## config.mk

```make
export PLATFORM = sky130hd
export DESIGN_NAME = mul_seq_flat
export DESIGN_NICKNAME = d
export VERILOG_FILES = /design/src/rtl/mul_seq_pkg.sv /design/src/rtl/mul_seq_if.sv /design/src/rtl/mul_seq_signfix.sv /design/src/rtl/mul_seq.sv /design/src/flat_wrapper.sv
export SDC_FILE = /design/constraint.sdc
export NUM_CORES = 1
export LEC_CHECK = 0
export CORE_MARGIN = 2
export CORE_UTILIZATION = 35
export DETAILED_ROUTE_END_ITERATION = 12
export GPL_TIMING_DRIVEN = 0
export MAX_ROUTING_LAYER = met4
export SYNTH_ARGS = -nofsm -noshare
export SYNTH_HDL_FRONTEND = slang
export SYNTH_SLANG_ARGS = --single-unit
```

## constraint.sdc

```tcl
create_clock -name clk -period 3.8 [get_ports clk]
set_input_delay 0.57 -clock clk [delete_from_list [all_inputs] [get_ports clk]]
set_output_delay 0.57 -clock clk [all_outputs]
set_load 0.005 [all_outputs]
```

## src/rtl/mul_seq_pkg.sv

```systemverilog
// mul_seq_pkg: shared types and helpers for the iterative shift-add multiplier.
//   mode_e  : per-operation product flavour selected on in_mode
//   state_e : control FSM states
//   mode_a_signed / mode_b_signed : which operands are read as two's complement
package mul_seq_pkg;

    typedef enum logic [1:0] {
        MODE_UNS   = 2'b00,   // full unsigned product
        MODE_SGN   = 2'b01,   // full signed product
        MODE_MIX   = 2'b10,   // A signed, B unsigned
        MODE_TRUNC = 2'b11    // unsigned, low half only
    } mode_e;

    typedef enum logic [1:0] {
        ST_IDLE,
        ST_RUN,
        ST_DONE
    } state_e;

    function automatic logic mode_a_signed(input mode_e mode);
        return (mode == MODE_SGN) || (mode == MODE_MIX);
    endfunction

    function automatic logic mode_b_signed(input mode_e mode);
        return (mode == MODE_SGN);
    endfunction

endpackage

```

## src/rtl/mul_seq_if.sv

```systemverilog
// mul_seq_if: valid/ready operand and result channels of mul_seq.
//   in_valid/in_ready/in_mode/in_a/in_b : operation request (producer -> block)
//   out_valid/out_ready/out_y           : product (block -> consumer)
//   busy                                : block is running or holding a result
// master: producer/consumer side; slave: the multiplier.
interface mul_seq_if #(
    parameter int LEN = 16
) ();
    logic               in_valid;
    logic               in_ready;
    logic [1:0]         in_mode;
    logic [LEN-1:0]     in_a;
    logic [LEN-1:0]     in_b;
    logic               out_valid;
    logic               out_ready;
    logic [2*LEN-1:0]   out_y;
    logic               busy;

    modport master (
        output in_valid, in_mode, in_a, in_b, out_ready,
        input  in_ready, out_valid, out_y, busy
    );

    modport slave (
        input  in_valid, in_mode, in_a, in_b, out_ready,
        output in_ready, out_valid, out_y, busy
    );
endinterface

```

## src/rtl/mul_seq_signfix.sv

```systemverilog
// mul_seq_signfix: combinational conditional two's-complement negate.
//   neg : 1 -> y = -x, 0 -> y = x
//   x   : W-bit input
//   y   : W-bit output
// Used both to take operand magnitudes and to re-apply the product sign.
// Negating 0 yields 0, so a zero product never picks up a sign artefact.
module mul_seq_signfix #(
    parameter int W = 16
) (
    input  logic         neg,
    input  logic [W-1:0] x,
    output logic [W-1:0] y
);
    assign y = neg ? (~x + W'(1)) : x;
endmodule

```

## src/rtl/mul_seq.sv

```systemverilog
// mul_seq: iterative shift-add multiplier with run-time signedness mode.
//   clk, rst : rising-edge clock, asynchronous active-high reset
//   bus      : mul_seq_if slave (operand channel, result channel, busy)
// One product bit per cycle over LEN cycles on operand magnitudes; the sign
// is re-applied on the final edge. A new operation may be accepted on the
// same edge a result is handed off, bypassing IDLE.
// Optional feature macro MUL_SEQ_EARLY_EXIT_EN: finish as soon as the
// remaining multiplier bits are all zero, aligning the accumulator with a
// single variable right shift.
module mul_seq
    import mul_seq_pkg::*;
#(
    parameter int LEN = 16
) (
    input  logic      clk,
    input  logic      rst,
    mul_seq_if.slave  bus
);
    localparam int CNT_W = $clog2(LEN + 1);

    state_e             state_q, state_d;
    mode_e              mode_q, mode_d;
    logic               neg_q, neg_d;
    logic [LEN-1:0]     mag_a_q, mag_a_d;
    logic [LEN-1:0]     mag_b_q, mag_b_d;
    logic [2*LEN:0]     acc_q, acc_d;
    logic [CNT_W-1:0]   cnt_q, cnt_d;
    logic [2*LEN-1:0]   y_q, y_d;

    // Operand magnitudes, taken only where the mode reads the operand as signed.
    logic               a_neg, b_neg;
    logic [LEN-1:0]     in_mag_a, in_mag_b;

    assign a_neg = mode_a_signed(mode_e'(bus.in_mode)) & bus.in_a[LEN-1];
    assign b_neg = mode_b_signed(mode_e'(bus.in_mode)) & bus.in_b[LEN-1];

    mul_seq_signfix #(.W(LEN)) u_fix_a (.neg(a_neg), .x(bus.in_a), .y(in_mag_a));
    mul_seq_signfix #(.W(LEN)) u_fix_b (.neg(b_neg), .x(bus.in_b), .y(in_mag_b));

    // One iteration: add into the upper half, then shift the whole
    // accumulator right. The add needs LEN+1 bits; the bit it carries into
    // is always zero beforehand because the previous shift cleared it.
    logic [LEN:0]       sum_hi;
    logic [2*LEN:0]     acc_it;
    logic [LEN-1:0]     mag_b_it;
    logic [CNT_W-1:0]   cnt_it;
    logic               run_last;
    logic [2*LEN-1:0]   prod_raw, prod_signed, y_final;

    assign sum_hi   = acc_q[2*LEN:LEN] + (mag_b_q[0] ? {1'b0, mag_a_q} : '0);
    assign acc_it   = {sum_hi, acc_q[LEN-1:0]} >> 1;
    assign mag_b_it = mag_b_q >> 1;
    assign cnt_it   = cnt_q - CNT_W'(1);

`ifdef MUL_SEQ_EARLY_EXIT_EN
    // Remaining iterations would only shift; do all of them at once.
    assign run_last = (cnt_it == '0) || (mag_b_it == '0);
    assign prod_raw = acc_it[2*LEN-1:0] >> cnt_it;
`else
    assign run_last = (cnt_it == '0);
    assign prod_raw = acc_it[2*LEN-1:0];
`endif

    mul_seq_signfix #(.W(2*LEN)) u_fix_y (.neg(neg_q), .x(prod_raw), .y(prod_signed));

    assign y_final = (mode_q == MODE_TRUNC) ? {{LEN{1'b0}}, prod_raw[LEN-1:0]} : prod_signed;

    always_comb begin
        logic accept;
        state_d       = state_q;
        mode_d        = mode_q;
        neg_d         = neg_q;
        mag_a_d       = mag_a_q;
        mag_b_d       = mag_b_q;
        acc_d         = acc_q;
        cnt_d         = cnt_q;
        y_d           = y_q;
        accept        = 1'b0;
        bus.in_ready  = 1'b0;
        bus.out_valid = 1'b0;
        bus.busy      = 1'b0;

        case (state_q)
            ST_IDLE: begin
                bus.in_ready = 1'b1;
                accept       = bus.in_valid;
            end
            ST_RUN: begin
                bus.busy = 1'b1;
                acc_d    = acc_it;
                mag_b_d  = mag_b_it;
                cnt_d    = cnt_it;
                if (run_last) begin
                    y_d     = y_final;
                    cnt_d   = '0;
                    state_d = ST_DONE;
                end
            end
            ST_DONE: begin
                bus.busy      = 1'b1;
                bus.out_valid = 1'b1;
                bus.in_ready  = bus.out_ready;
                if (bus.out_ready) begin
                    state_d = ST_IDLE;
                    accept  = bus.in_valid;
                end
            end
            default: state_d = ST_IDLE;
        endcase

        if (accept) begin
            mode_d  = mode_e'(bus.in_mode);
            neg_d   = a_neg ^ b_neg;
            mag_a_d = in_mag_a;
            mag_b_d = in_mag_b;
            acc_d   = '0;
            cnt_d   = CNT_W'(LEN);
            state_d = ST_RUN;
        end
    end

    always_ff @(posedge clk or posedge rst) begin
        if (rst) begin
            state_q <= ST_IDLE;
            mode_q  <= MODE_UNS;
            neg_q   <= 1'b0;
            mag_a_q <= '0;
            mag_b_q <= '0;
            acc_q   <= '0;
            cnt_q   <= '0;
            y_q     <= '0;
        end else begin
            state_q <= state_d;
            mode_q  <= mode_d;
            neg_q   <= neg_d;
            mag_a_q <= mag_a_d;
            mag_b_q <= mag_b_d;
            acc_q   <= acc_d;
            cnt_q   <= cnt_d;
            y_q     <= y_d;
        end
    end

    assign bus.out_y = y_q;

endmodule

```

## src/flat_wrapper.sv

```systemverilog
// flat-port wrapper written by rule: the top's interface ports become plain ports
module mul_seq_flat import mul_seq_pkg::*;
#(
    parameter int LEN = 16
)
  (clk, rst, bus_in_valid, bus_in_mode, bus_in_a, bus_in_b, bus_out_ready, bus_in_ready, bus_out_valid, bus_out_y, bus_busy);
  mul_seq_if #(.LEN(LEN)) bus_i ();
  input  logic clk;
  input  logic rst;
  input wire logic [$bits(bus_i.in_valid)-1:0] bus_in_valid;
  input wire logic [$bits(bus_i.in_mode)-1:0] bus_in_mode;
  input wire logic [$bits(bus_i.in_a)-1:0] bus_in_a;
  input wire logic [$bits(bus_i.in_b)-1:0] bus_in_b;
  input wire logic [$bits(bus_i.out_ready)-1:0] bus_out_ready;
  output wire logic [$bits(bus_i.in_ready)-1:0] bus_in_ready;
  output wire logic [$bits(bus_i.out_valid)-1:0] bus_out_valid;
  output wire logic [$bits(bus_i.out_y)-1:0] bus_out_y;
  output wire logic [$bits(bus_i.busy)-1:0] bus_busy;
  assign bus_i.in_valid = bus_in_valid;
  assign bus_i.in_mode = bus_in_mode;
  assign bus_i.in_a = bus_in_a;
  assign bus_i.in_b = bus_in_b;
  assign bus_i.out_ready = bus_out_ready;
  assign bus_in_ready = bus_i.in_ready;
  assign bus_out_valid = bus_i.out_valid;
  assign bus_out_y = bus_i.out_y;
  assign bus_busy = bus_i.busy;
  mul_seq #(.LEN(LEN)) u_core (.clk(clk), .rst(rst), .bus(bus_i));
endmodule
```

==> results of run 1 <==
## final cells by class
| class | instances | area [um^2] |
|---|---|---|
| flip-flops and latches | 105 | 2628 |
| clock buffers | 12 | 266.5 |
| clock inverters | 4 | 33.78 |
| plain buffers | 34 | 131.4 |
| multi-input cells | 562 | 3717 |
| well taps | 229 | 286.5 |
| repair buffers | 73 | 748.2 |
| fillers | 1776 | 10190 |
| inverters | 22 | 85.08 |
## final timing paths
path	startpoint	to	cells past startpoint
worst max-delay path	u_core.mag_b_q[0]	u_core.bus.out_y[31]	12
worst min-delay path	u_core.mag_a_q[10]	u_core.mag_a_q[10]	2
worst max register to register	u_core.mag_b_q[0]	u_core.bus.out_y[31]	12
worst min register to register	u_core.mag_a_q[10]	u_core.mag_a_q[10]	2
max in group asynchronous	rst	u_core.mag_a_q[9]	3
min in group asynchronous	rst	u_core.bus.out_y[8]	2
## stage by stage
step	worst slack [ps]	power [W]
after floorplan	469.5	0.003734
after global placement	-1234	0.004497
after detailed placement	-27.09	0.004543
after CTS	43.27	0.005501
after global routing	18.28	0.006014
final	244.6	0.005561
## synth_stat cells, types with 2 or more instances
cell / instances
o21a_1: 7
a21o_1: 3
and2_1: 19
o21ai_1: 12
o311ai_1: 2
dfrtp_1: 105
or3_1: 6
a211oi_1: 12
or4_1: 2
inv_1: 21
o41ai_1: 3
nor3b_1: 2
nand3_1: 8
a311oi_1: 2
nand2_1: 91
xor2_1: 33
nor2b_1: 7
nor3_1: 15
a211o_1: 4
buf_2: 3
nand2b_1: 11
ha_1: 25
o21ai_0: 73
mux2i_1: 40
xnor2_1: 32
clkbuf_1: 30
a21oi_1: 34
a31oi_1: 3
o31ai_1: 10
nor4_1: 6
nor2_1: 69
## cells by family (layout without fill, tap and decap cells)
logic type                 Yosys count  after routing
buffers and inverters               56            145
muxes                               40             40
DFF                                105            105
AOI/OAI and AO/OA                  179            179
adders and majority gates           26             26
and+or+nand+nor                    251            251
xor gates and xnor gates            66             66
## flip-flops by register name, indices dropped and copies added, names as in the netlist
signal            cells
u_core.neg_q          1
u_core.mode_q         2
u_core.cnt_q          5
u_core.mag_b_q       16
u_core.acc_q         31
u_core.bus.out_y     32
u_core.state_q        2
u_core.mag_a_q       16
## power by group through the flow
stage                     clock network (W)  logic [W]  registers (W)
after floorplan                           0    0.00206        0.00167
after global placement                    0    0.00277        0.00173
after detailed placement                  0    0.00281        0.00174
after CTS                          0.000956    0.00283        0.00171
after global routing                0.00100    0.00324        0.00177
final                              0.000935    0.00291        0.00171
## routing by layer
layer	vias up	share of wire, %	track usage [%]
met4	0	1.2	4.466
met1	2398	52	23.58
met3	12	3.3	2.598
met5	-	0	-
met2	84	43	23.98
li1	2700	-	-
## critical path, cell delays in order (launching register included)
cell and delay (ps):
dfrtp_1 440, clkbuf_1 210, and2_1 210, ha_1 230, fa_1 490, a211oi_2 270, o21ai_1 170, nand2_1 250
a211oi_4 130, or3_1 460, nor4_1 310, a31o_1 200, nand3_1 60
## what timing repair did
action / 4_1_cts / 5_1_grt
resized for setup: 1 / 11
pin swaps: 0 / 1
setup endpoints to repair: 1 / 6
hold endpoints to repair: 0 / 0
## layout by cell type, fill, tap and decap left out, types with 8 or more instances in the layout
cell type	n
a211oi_1	9
nand2b_1	11
o21ai_1	11
o31ai_1	10
o21ai_0	73
clkbuf_16	9
ha_1	25
nor2_1	69
nand2_1	91
xnor2_1	30
clkbuf_1	30
inv_1	20
clkdlybuf4s50_1	72
dfrtp_1	105
xor2_1	31
nand3_1	8
nor3_1	14
and2_1	19
a21oi_1	34
mux2i_1	40
==> impl_metrics.py, run 1 <==
metrics = {
    "run_status": {
        "run_status": "completed",
    },
    "synthesis": {
        "synth_ff_type": "dfrtp_1",
        "yosys.area.top_type": "dfrtp_1",
        "yosysWarnings": 0,
        "yosys-mux-area-fraction_pct": 6.180,
        "synth_simple_gate_area_share_pct": 18.73,
        "synth_area_leaders": "dfrtp_1 41%, mux2i_1 6.2%, o21ai_0 5.6%",
        "syn_area_um2": 6479,
        "synth_top_family_by_area": "simple AND/OR/NAND/NOR gates",
        "synth_xor_area_share_pct": 9.038,
        "syn_area_per_cell_um2": 8.961,
        "ys_ff_latch": 105,
        "synthCells": 723,
        "synth-compound-area-share_pct": 17.05,
        "synth.distinct_cells": 64,
        "async_flop_share_pct": 100.0,
        "yosysTopAreaCellShare_pct": 40.56,
        "ys_seq_area_share_pct": 40.56,
        "synthAdderAreaFrac_pct": 5.137,
        "synth_edf_count": 0,
        "syn-num-nets": 787,
    },
    "pwr": {
        "p_clk_share_pct": 16.8,
        "combPwrFrac_pct": 52.4,
        "ir_drop_uv": 350.2,
        "p_int_w": 0.003237,
        "switching_share_pct": 41.80,
        "p_leak_nw": 3.391,
        "power_density_nw_per_um2": 704.3,
        "power.switching_w": 0.002325,
        "power_frac_seq_pct": 30.8,
    },
    "clock_network": {
        "cts_setup_buffers": 0,
        "ctsHtreeMaxLevel": 3,
        "insertion_delay_ps": 350,
        "clock_sinks": 105,
        "clkTransAtPathRegs_ps": 80,
        "clockBufferDepth": 2,
        "cts_buffers": 9,
        "cts_tree": "yes",
        "clockRootBuffer": "clkbuf_16",
        "hold_buffers": 0,
    },
    "timing": {
        "setup_viol": 0,
        "timing.setup.tns_ps": 0,
        "hold_viol": 0,
        "period_needed_ps": 3555,
        "rsz0062_at_grt": "false",
        "max_slew_margin_pct": 40.81,
        "max_slew.worst_pin.slew_ps": 887.8,
        "finalMaxSlewViolations": 0,
        "hold_slack_ps": 476.2,
        "clock.fmax_mhz": 281.3,
        "period_share_pct": 93.56,
        "fin_skew_ps": 8.330,
    },
    "global_routing": {
        "track_usage_pct": 16.36,
        "grt_max_degree": 56,
        "grt_first_pass_wirelength_um": 25500,
        "grt_pass1_vias": 5056,
        "antenna_found_initial": 0,
        "overflow": 0,
    },
    "worst_setup_path": {
        "critical_path_class": "reg2reg",
        "worstPathMaxFanout": 10,
        "start_kind": "flip-flop",
        "required_ps": 4030,
        "worstPathArrival_ps": 3790,
        "r2r_slack_ps": 240,
        "end_kind": "flip-flop",
    },
    "hold_path": {
        "hp-class": "reg2reg",
    },
    "finish": {
        "syn2layout_area_growth_pct": 21.88,
        "fin_area_um2": 7896,
        "num_antenna_cells": 0,
        "drive_gt1_share_pct": 5.788,
        "final_cells": 1041,
        "num-nets-final": 871,
        "fin_util_pct": 43.66,
    },
    "floorplan": {
        "die_height_um": 140.1,
        "fp-row-count": 49,
        "core_area_um2": 18090,
        "start_util_pct": 35.82,
        "ioPinCount": 73,
        "die-area_um2": 19620,
        "die_w_um": 140.1,
    },
    "routing": {
        "drc": 0,
        "dr.pass1.iters": 6,
        "wire_per_inst_um": 14.49,
        "final_antenna_net_count": 0,
        "avgViaCountPerCell": 4.989,
        "num_vias": 5194,
        "drt_iter0_markers": 293,
        "totalWireLength_um": 15090,
    },
    "placement": {
        "gp_congestion": 0.8312,
        "dpl_cell_area_um2": 7516,
        "numPortBuffers": 72,
        "placed_cells_incl_taps": 1025,
        "post-dp-hpwl_um": 11410,
    },
    "run": {
        "max_cap_viol_count": 0,
    },
}
No activity file was read; power rests on OpenSTA's default activity.
==> inputs of run 2 (changes only) <==
--- a/config.mk
+++ b/config.mk
@@ -7,6 +7,7 @@
 export LEC_CHECK = 0
 export CORE_MARGIN = 2
 export CORE_UTILIZATION = 35
+export CTS_CLUSTER_DIAMETER = 200
 export DETAILED_ROUTE_END_ITERATION = 12
 export GPL_TIMING_DRIVEN = 0
 export MAX_ROUTING_LAYER = met4
==> results of run 2 <==
Final layout, timing and power as in run 1 (identical DEF).
==> inputs of run 3 (changes only) <==
--- a/config.mk
+++ b/config.mk
@@ -9,6 +9,7 @@
 export CORE_UTILIZATION = 35
 export CTS_CLUSTER_DIAMETER = 200
 export DETAILED_ROUTE_END_ITERATION = 12
+export GPL_ROUTABILITY_DRIVEN = 0
 export GPL_TIMING_DRIVEN = 0
 export MAX_ROUTING_LAYER = met4
 export SYNTH_ARGS = -nofsm -noshare
==> results of run 3 <==
Final layout, timing and power as in run 1 (identical DEF).
